`config.mk`:
```
export PLATFORM = sky130hd
export DESIGN_NAME = csr_fwd_pipe
export DESIGN_NICKNAME = d
export VERILOG_FILES = /design/src/rtl/csr_fwd_pipe.sv
export SDC_FILE = /design/constraint.sdc
export NUM_CORES = 2
export LEC_CHECK = 0
export BUFFER_PORTS_ARGS = -buffer_cell sky130_fd_sc_hd__buf_2
export CORE_ASPECT_RATIO = 2
export CORE_MARGIN = 1.5
export CORE_UTILIZATION = 45
export DETAILED_ROUTE_END_ITERATION = 10
export PLACE_DENSITY = 0.67
export SETUP_SLACK_MARGIN = 0.4
export SLEW_MARGIN = 0
export SYNTH_ARGS = -nofsm -noshare
export SYNTH_HDL_FRONTEND = slang
export SYNTH_SLANG_ARGS = --single-unit
```
`constraint.sdc`:
```
create_clock -name clk -period 24 [get_ports clk]
set_input_delay 4.8 -clock clk [delete_from_list [all_inputs] [get_ports clk]]
set_output_delay 4.8 -clock clk [all_outputs]
set_load 0.005 [all_outputs]
```
`src/rtl/csr_fwd_pipe.sv`:
```
// CSR write-forwarding pipeline: per-bit speculative CSR views for each stage and per-channel commit masks/data.
// Optional macro CSR_FWD_PIPE_STATS_EN adds a forwarding-event counter (fwd_cnt_o, fwd_cnt_clr_i).
module csr_fwd_pipe #(
  parameter int unsigned XLEN    = 32,
  parameter int unsigned NUM_CSR = 4,
  parameter int unsigned STAGES  = 3,
  localparam int unsigned SELW   = (NUM_CSR > 1) ? $clog2(NUM_CSR) : 1
) (
  input  logic                      clk,
  input  logic                      rst,
  input  logic                      flush_i,
  input  logic [STAGES-1:0]         valid_i,
  input  logic [STAGES-1:0]         step_i,
  input  logic [STAGES-1:0]         wen_i,
  input  logic [STAGES*SELW-1:0]    wsel_i,
  input  logic [STAGES*XLEN-1:0]    wmask_i,
  input  logic [STAGES*XLEN-1:0]    wdata_i,
  input  logic [STAGES*SELW-1:0]    rsel_i,
  output logic [STAGES*XLEN-1:0]    rdata_o,
  input  logic [NUM_CSR*XLEN-1:0]   csr_reg_i,
  output logic [NUM_CSR*XLEN-1:0]   commit_wmask_o,
`ifdef CSR_FWD_PIPE_STATS_EN
  input  logic                      fwd_cnt_clr_i,
  output logic [31:0]               fwd_cnt_o,
`endif
  output logic [NUM_CSR*XLEN-1:0]   commit_wdata_o
);

  if (STAGES < 2 || NUM_CSR < 1) begin : g_param_check
    $error("csr_fwd_pipe: STAGES must be >= 2 and NUM_CSR >= 1");
  end

  logic [XLEN-1:0] val_q   [1:STAGES-1][NUM_CSR];
  logic [XLEN-1:0] val_d   [1:STAGES-1][NUM_CSR];
  logic [XLEN-1:0] dirty_q [1:STAGES-1][NUM_CSR];
  logic [XLEN-1:0] dirty_d [1:STAGES-1][NUM_CSR];

  logic [XLEN-1:0] view  [STAGES][NUM_CSR];
  logic [XLEN-1:0] own   [STAGES][NUM_CSR];
  logic [XLEN-1:0] carry [STAGES][NUM_CSR];
  logic [XLEN-1:0] wres  [STAGES][NUM_CSR];
  logic [XLEN-1:0] wmsk  [STAGES][NUM_CSR];

  logic unused_step0;
  assign unused_step0 = step_i[0];

  // Walk older slots first so the youngest valid dirty slot overrides each bit last.
  always_comb begin : view_comb
    logic [XLEN-1:0] v;
    logic [XLEN-1:0] m;
    v = '0;
    m = '0;
    for (int unsigned j = 0; j < STAGES; j++) begin
      for (int unsigned c = 0; c < NUM_CSR; c++) begin
        v = csr_reg_i[c*XLEN +: XLEN];
        for (int unsigned k = STAGES-1; k > j; k--) begin
          m = dirty_q[k][c] & {XLEN{valid_i[k]}};
          v = (v & ~m) | (val_q[k][c] & m);
        end
        view[j][c] = v;
      end
    end
  end

  always_comb begin : own_comb
    for (int unsigned c = 0; c < NUM_CSR; c++) begin
      own[0][c]   = view[0][c];
      carry[0][c] = '0;
    end
    for (int unsigned j = 1; j < STAGES; j++) begin
      for (int unsigned c = 0; c < NUM_CSR; c++) begin
        own[j][c]   = (val_q[j][c] & dirty_q[j][c]) | (view[j][c] & ~dirty_q[j][c]);
        carry[j][c] = dirty_q[j][c];
      end
    end
  end

  always_comb begin : write_comb
    logic hit;
    hit = 1'b0;
    for (int unsigned j = 0; j < STAGES; j++) begin
      for (int unsigned c = 0; c < NUM_CSR; c++) begin
        hit        = wen_i[j] & valid_i[j] & (wsel_i[j*SELW +: SELW] == SELW'(c));
        wmsk[j][c] = hit ? wmask_i[j*XLEN +: XLEN] : '0;
        wres[j][c] = (own[j][c] & ~wmsk[j][c]) | (wdata_i[j*XLEN +: XLEN] & wmsk[j][c]);
      end
    end
  end

  always_comb begin : next_comb
    val_d   = val_q;
    dirty_d = dirty_q;
    for (int unsigned j = 1; j < STAGES; j++) begin
      if (step_i[j]) begin
        for (int unsigned c = 0; c < NUM_CSR; c++) begin
          if (valid_i[j-1]) begin
            val_d[j][c]   = wres[j-1][c];
            dirty_d[j][c] = carry[j-1][c] | wmsk[j-1][c];
          end else begin
            dirty_d[j][c] = '0;
          end
        end
      end
    end
  end

  always_comb begin : out_comb
    rdata_o        = '0;
    commit_wmask_o = '0;
    commit_wdata_o = '0;
    for (int unsigned j = 0; j < STAGES; j++) begin
      for (int unsigned c = 0; c < NUM_CSR; c++) begin
        if (rsel_i[j*SELW +: SELW] == SELW'(c)) rdata_o[j*XLEN +: XLEN] = view[j][c];
      end
    end
    for (int unsigned c = 0; c < NUM_CSR; c++) begin
      commit_wmask_o[c*XLEN +: XLEN] = valid_i[STAGES-1] ?
                                       (dirty_q[STAGES-1][c] | wmsk[STAGES-1][c]) : '0;
      commit_wdata_o[c*XLEN +: XLEN] = wres[STAGES-1][c];
    end
  end

  always_ff @(posedge clk or posedge rst) begin
    if (rst) begin
      for (int unsigned j = 1; j < STAGES; j++) begin
        for (int unsigned c = 0; c < NUM_CSR; c++) begin
          val_q[j][c]   <= '0;
          dirty_q[j][c] <= '0;
        end
      end
    end else if (flush_i) begin
      for (int unsigned j = 1; j < STAGES; j++) begin
        for (int unsigned c = 0; c < NUM_CSR; c++) begin
          val_q[j][c]   <= '0;
          dirty_q[j][c] <= '0;
        end
      end
    end else begin
      val_q   <= val_d;
      dirty_q <= dirty_d;
    end
  end

`ifdef CSR_FWD_PIPE_STATS_EN
  logic        fwd_any;
  logic [31:0] fwd_cnt_q;
  logic [31:0] fwd_cnt_d;

  // Any valid dirty bit on the selected channel means rdata_o[0] takes that bit from a slot.
  always_comb begin
    fwd_any = 1'b0;
    for (int unsigned c = 0; c < NUM_CSR; c++) begin
      if (rsel_i[0 +: SELW] == SELW'(c)) begin
        for (int unsigned k = 1; k < STAGES; k++) begin
          if (valid_i[k] && (|dirty_q[k][c])) fwd_any = 1'b1;
        end
      end
    end
    fwd_cnt_d = fwd_cnt_q;
    if (fwd_cnt_clr_i)                fwd_cnt_d = '0;
    else if (valid_i[0] && fwd_any)   fwd_cnt_d = fwd_cnt_q + 32'd1;
  end

  always_ff @(posedge clk or posedge rst) begin
    if (rst) fwd_cnt_q <= '0;
    else     fwd_cnt_q <= fwd_cnt_d;
  end

  assign fwd_cnt_o = fwd_cnt_q;
`endif

endmodule

```
== Word level (Yosys, flattened, before mapping) ==
Cells that the tools add are included.
Storage, ports and cells
  output and inout bits: 352
  bits of input ports: 344
  flip-flop bits (word level): 512
Operators by class
  eq/ne operators: 18
  reduce and logical (&&, ||, !) cells: 12
  bitwise operators: 143
  mux-type cells: 50
Operator list (count)
  AND 32 bit: 64
  two-way mux 32 bit: 44
  bitwise OR 32 bit: 36
  NOT 32 bit: 28
  two-way mux 128 bit: 4
  two-way mux 256 bit: 2
  == test 2 bit, second input constant: 12
  AND 1 bit: 15
  == test 2 x 1 -> 1 bit, second input constant: 6
  logical NOT 2 bit: 6
  nonzero test 2 bit: 4
  AND reduction 2 bit: 2

== Depth between registers and ports, before layout ==
  depth after elaboration: 11
  gate-level depth with buffers: 8
  mapped depth without buffers: 3

== Worst setup path before layout ==
No wires, ideal clock.
  kind: input to output
  start: input port valid_i[2]
  end: output port rdata_o[10]
  stages: 6
  arrival time: 6089 ps
  slack: 13111 ps
  path buffers: 3
  required time: 19200 ps
  cells stage by stage: buf_6 buf_6 buf_6 and3_1 o31a_1 mux4_2
Between the ends
  longest elaborated chain between the ends: 10
  elaborated cells between the ends (all ways): 32
  those cells by class: mux: 4; bitwise: 28
Ends and longest elaborated chain
  start: declaration: RTL line 12  | input logic [STAGES-1:0] valid_i,
  AND 32 bit: RTL line 57  | m = dirty_q[k][c] & {XLEN{valid_i[k]}};
  NOT 32 bit: RTL line 58  | v = (v & ~m) | (val_q[k][c] & m);
  AND 32 bit: RTL line 58
  bitwise OR 32 bit: RTL line 58
  AND 32 bit: RTL line 58
  bitwise OR 32 bit: RTL line 58
  two-way mux 32 bit (3 in series): RTL line 113  | if (rsel_i[j*SELW +: SELW] == SELW'(c)) rdata_o[j*XLEN +: XLEN] = view[j][c];
  two-way mux 32 bit *: RTL line 113
  end: declaration: RTL line 19  | output logic [STAGES*XLEN-1:0] rdata_o,
Every way passes the cells marked *; elsewhere a longest branch is shown, timed or not.

== Worst setup path in the final report ==
  start: input port valid_i[1]
  end: output port rdata_o[27]
Between the ends
  longest elaborated chain between the ends: 8
  elaborated cells between the ends (all ways): 24
  those cells by class: mux: 4; bitwise: 20
Ends and longest elaborated chain (RTL line)
  AND 32 bit: 57
  NOT 32 bit: 58
  AND 32 bit: 58
  bitwise OR 32 bit: 58
  two-way mux 32 bit (3 in series): 113
  two-way mux 32 bit *: 113
Marked as above.

==> key figures <==
Run
  • Max-Cap Viols: 0

Placement
  • Placed Instances: just over 6000
  • IO buf count: ~690
  • Post-Place Cell Area: 43240 um2
  • Dpl ws: approximately 11 ns
  • Detailed-placement wirelength estimate: about 100 mm
  • Final Wtd Congestion: around 0.89

Hold path
  • Hold_sp: val_q[186]$_DFFE_PP0P_
  • Hold depth: 2
  • End point of the worst hold path: val_q[186]$_DFFE_PP0P_
  • Hold Crit Class: reg2reg

GRT
  • First-pass GRT wire length: roughly 240 mm
  • Initial antenna violation count: 30
  • Routing usage on met1: about 41%
  • Largest net degree at the start of global routing: ~160
  • Vias in the first global route: about 40000
  • GR Overflow Total: 0
  • Met3 Resource Use GR: 7.382%
  • Total GRT Usage: about a third
  • Most used routing layer in global routing: met2
  • Met2 global-route usage: between 50% and 60%

Timing
  • Setup Viol. Count Final: 0
  • Tmin final: about 13 ns
  • Worst Skew: about 0.012 ns
  • Min Hold Slack: about 0.50 ns
  • Slew HR: 16.16%
  • Final setup margin: roughly 11 ns
  • RSZ-0062 raised after global routing: false
  • Fin. max-slew vios: 0
  • Share of the clock period used by the worst path: a little over half
  • Highest Clock Rate: about 76 MHz
  • Setup TNS Final: 0 ns
  • Hold Fails Final Rpt: 0
  • Worst-Margin Slew: around 1.3 ns

Floorplan
  • Die extent in y: approximately 420 um
  • Rows: roughly 150
  • Initial core utilization: a little under half
  • Core area: just under 90000 um2
  • I/O Pins: a little under 700
  • Die Wd: approximately 210 um
  • Die ar.: 89680 um2

Clock tree
  • Hold-fix buffers, CTS: 0
  • CTS resizes: 0
  • CTS Buffer Depth: 3
  • CTS tree: yes
  • Clock root buffer: clkbuf_16
  • Clock-pin transition on the worst setup and hold timing paths: ~0.060 ns
  • CTS sink count: 512
  • H-tree levels: 2
  • Inserted Clock Buffers: 51
  • Insertion delay to the later sink of the worst-skew pair: just over 0.6 ns
  • Post-CTS setup repair buffer count: 0

Power
  • Pwr per Cell Area: slightly below 50 nW/um2
  • P_sw: approximately 0.66 mW
  • Flop pwr share: between 40% and 50%
  • Max VDD drop: between 50 and 60 uV
  • Switching Fraction: a little under a third
  • Comb power frac: a little under a fifth
  • Pwr Total: around 2.2 mW
  • Leakage power: between 15 and 20 nW
  • Clock power frac: about 39%
  • Int Pwr: ~1.5 mW

Routing
  • Vias per cell: 6.553
  • Antenna viol nets, final: 0
  • 1st-iter DRT viols: 3424
  • First-pass DRT Iterations: 7
  • Routed wire length: between 150 and 200 mm
  • Drc violations: 0
  • Drt wl/cell: about 26 um
  • Via count: slightly above 40000

Finish
  • # fillers: approximately 8500
  • Most frequent cells in the layout: nand2_1 (686), buf_2 (686), dfrtp_1 (512)
  • Layout Utilization: 51.71%
  • Post-route cell area: about 45000 um2
  • Fraction of layout cells with a size suffix above 1: a little over a quarter
  • Post-route insts no fill: 6189
  • Area delta synth->final: 13.76%
  • # nets final: about 5300

Worst setup path
  • R2r setup slk: 22.34 ns
  • CP endpoint kind: output pin
  • Reg2reg end: val_q[175]$_DFFE_PP0P_
  • Crit start category: input pin
  • CP arrival: between 8 and 9 ns
  • Worst R2R Start: carry[47]$_DFFE_PP0P_
  • FF-to-FF path depth: 3
  • CP Max Fanout: around 110
  • Setup Crit Path Kind: in2out
  • Worst EP required: 19.20 ns

Yosys
  • EDFF count, synth: 0
  • Mapped Area: 39500 um2
  • Seq cells post-synth: 512
  • Synth warn: 0
  • Synth Instances: 4591
  • Seq/Total Area, Yosys: between 30% and 40%
  • Synth Area per Inst: 8.605 um2
  • Netlist cell types: between 40 and 50
  • Asr flop ratio synth: between 90% and 100%
  • Syn nets: 4935
  • Ys flop type: dfrtp_1

Run status
  • Run status: finished clean
-- cell usage after synthesis (97+ instances only) --
cell      number  area, um2
clkbuf_1     270       1013
dfrtp_1      512      12810
a32oi_1      256       2242
nand3_1      188      940.9
mux2_2       248       2793
nand2_1      686       2575
nand2b_1     198       1239
a21oi_1      260       1301
o31ai_1      140       1051
buf_2         97      485.5
and2_1       140      875.8
o21ai_0      490       2452
-- sequential cells by signal, summed over array words and instances (netlist names) --
| register | cells |
|---|---|
| val_q | 256 |
| carry | 256 |
-- critical path, cell delays in order --
cell and delay (ns):
buf_8 0.45, buf_4 0.88, buf_4 0.97, nand3b_1 0.22, o31a_1 0.18, mux4_2 0.54
buf_2 0.16
-- how the worst max path moves through the flow --
stage	startpoint	endpoint	slack, ns	cells past startpoint
5_1_grt	valid_i[1]	rdata_o[26]	10.73	7
3_5_place_dp	valid_i[1]	rdata_o[27]	10.92	7
6_report	valid_i[1]	rdata_o[27]	10.82	7
2_1_floorplan	rst	carry[0]$_DFFE_PP0P_	4.90	1
3_3_place_gp	valid_i[1]	rdata_o[27]	10.97	7
4_1_cts	valid_i[1]	rdata_o[27]	10.91	7
-- kinds of logic (layout without fill, tap and decap cells) --
family,Yosys count,count (layout),share of synthesized area [%]
flip-flops,512,512,32.43
other,0,13,0
multiplexers,348,348,12.64
AND/OR/NAND/NOR,1694,1694,23.47
AO/OA/AOI/OAI,1536,1536,26.14
buffers and inverters,501,924,5.312
-- cell type report --
type	count	area, um2	area share, %
multi-input cells	3578	24690	54.95
diodes	13	32.53	0.07239
well taps	1162	1454	3.235
repair buffers	744	3934	8.754
inverters	91	349.1	0.7768
clock buffers	78	1568	3.489
clock inverters	11	95.09	0.2116
flip-flops and latches	512	12810	28.51
-- layer usage --
layer / vias up / wire [um]
met3: 609 / 14440
met1: 19778 / 60010
li1: 17954 / -
met2: 2191 / 76910
met4: 22 / 10590
met5: - / 164
-- power by group through the flow --
stage	clock network (mW)	logic (mW)	registers (mW)
after floorplan	0	0.242	0.919
after global placement	0	0.404	0.926
after detailed placement	0	0.408	0.926
after CTS	0.848	0.409	0.911
after global routing	0.877	0.441	0.914
final	0.838	0.416	0.912
No activity file was read; power rests on OpenSTA's default activity.
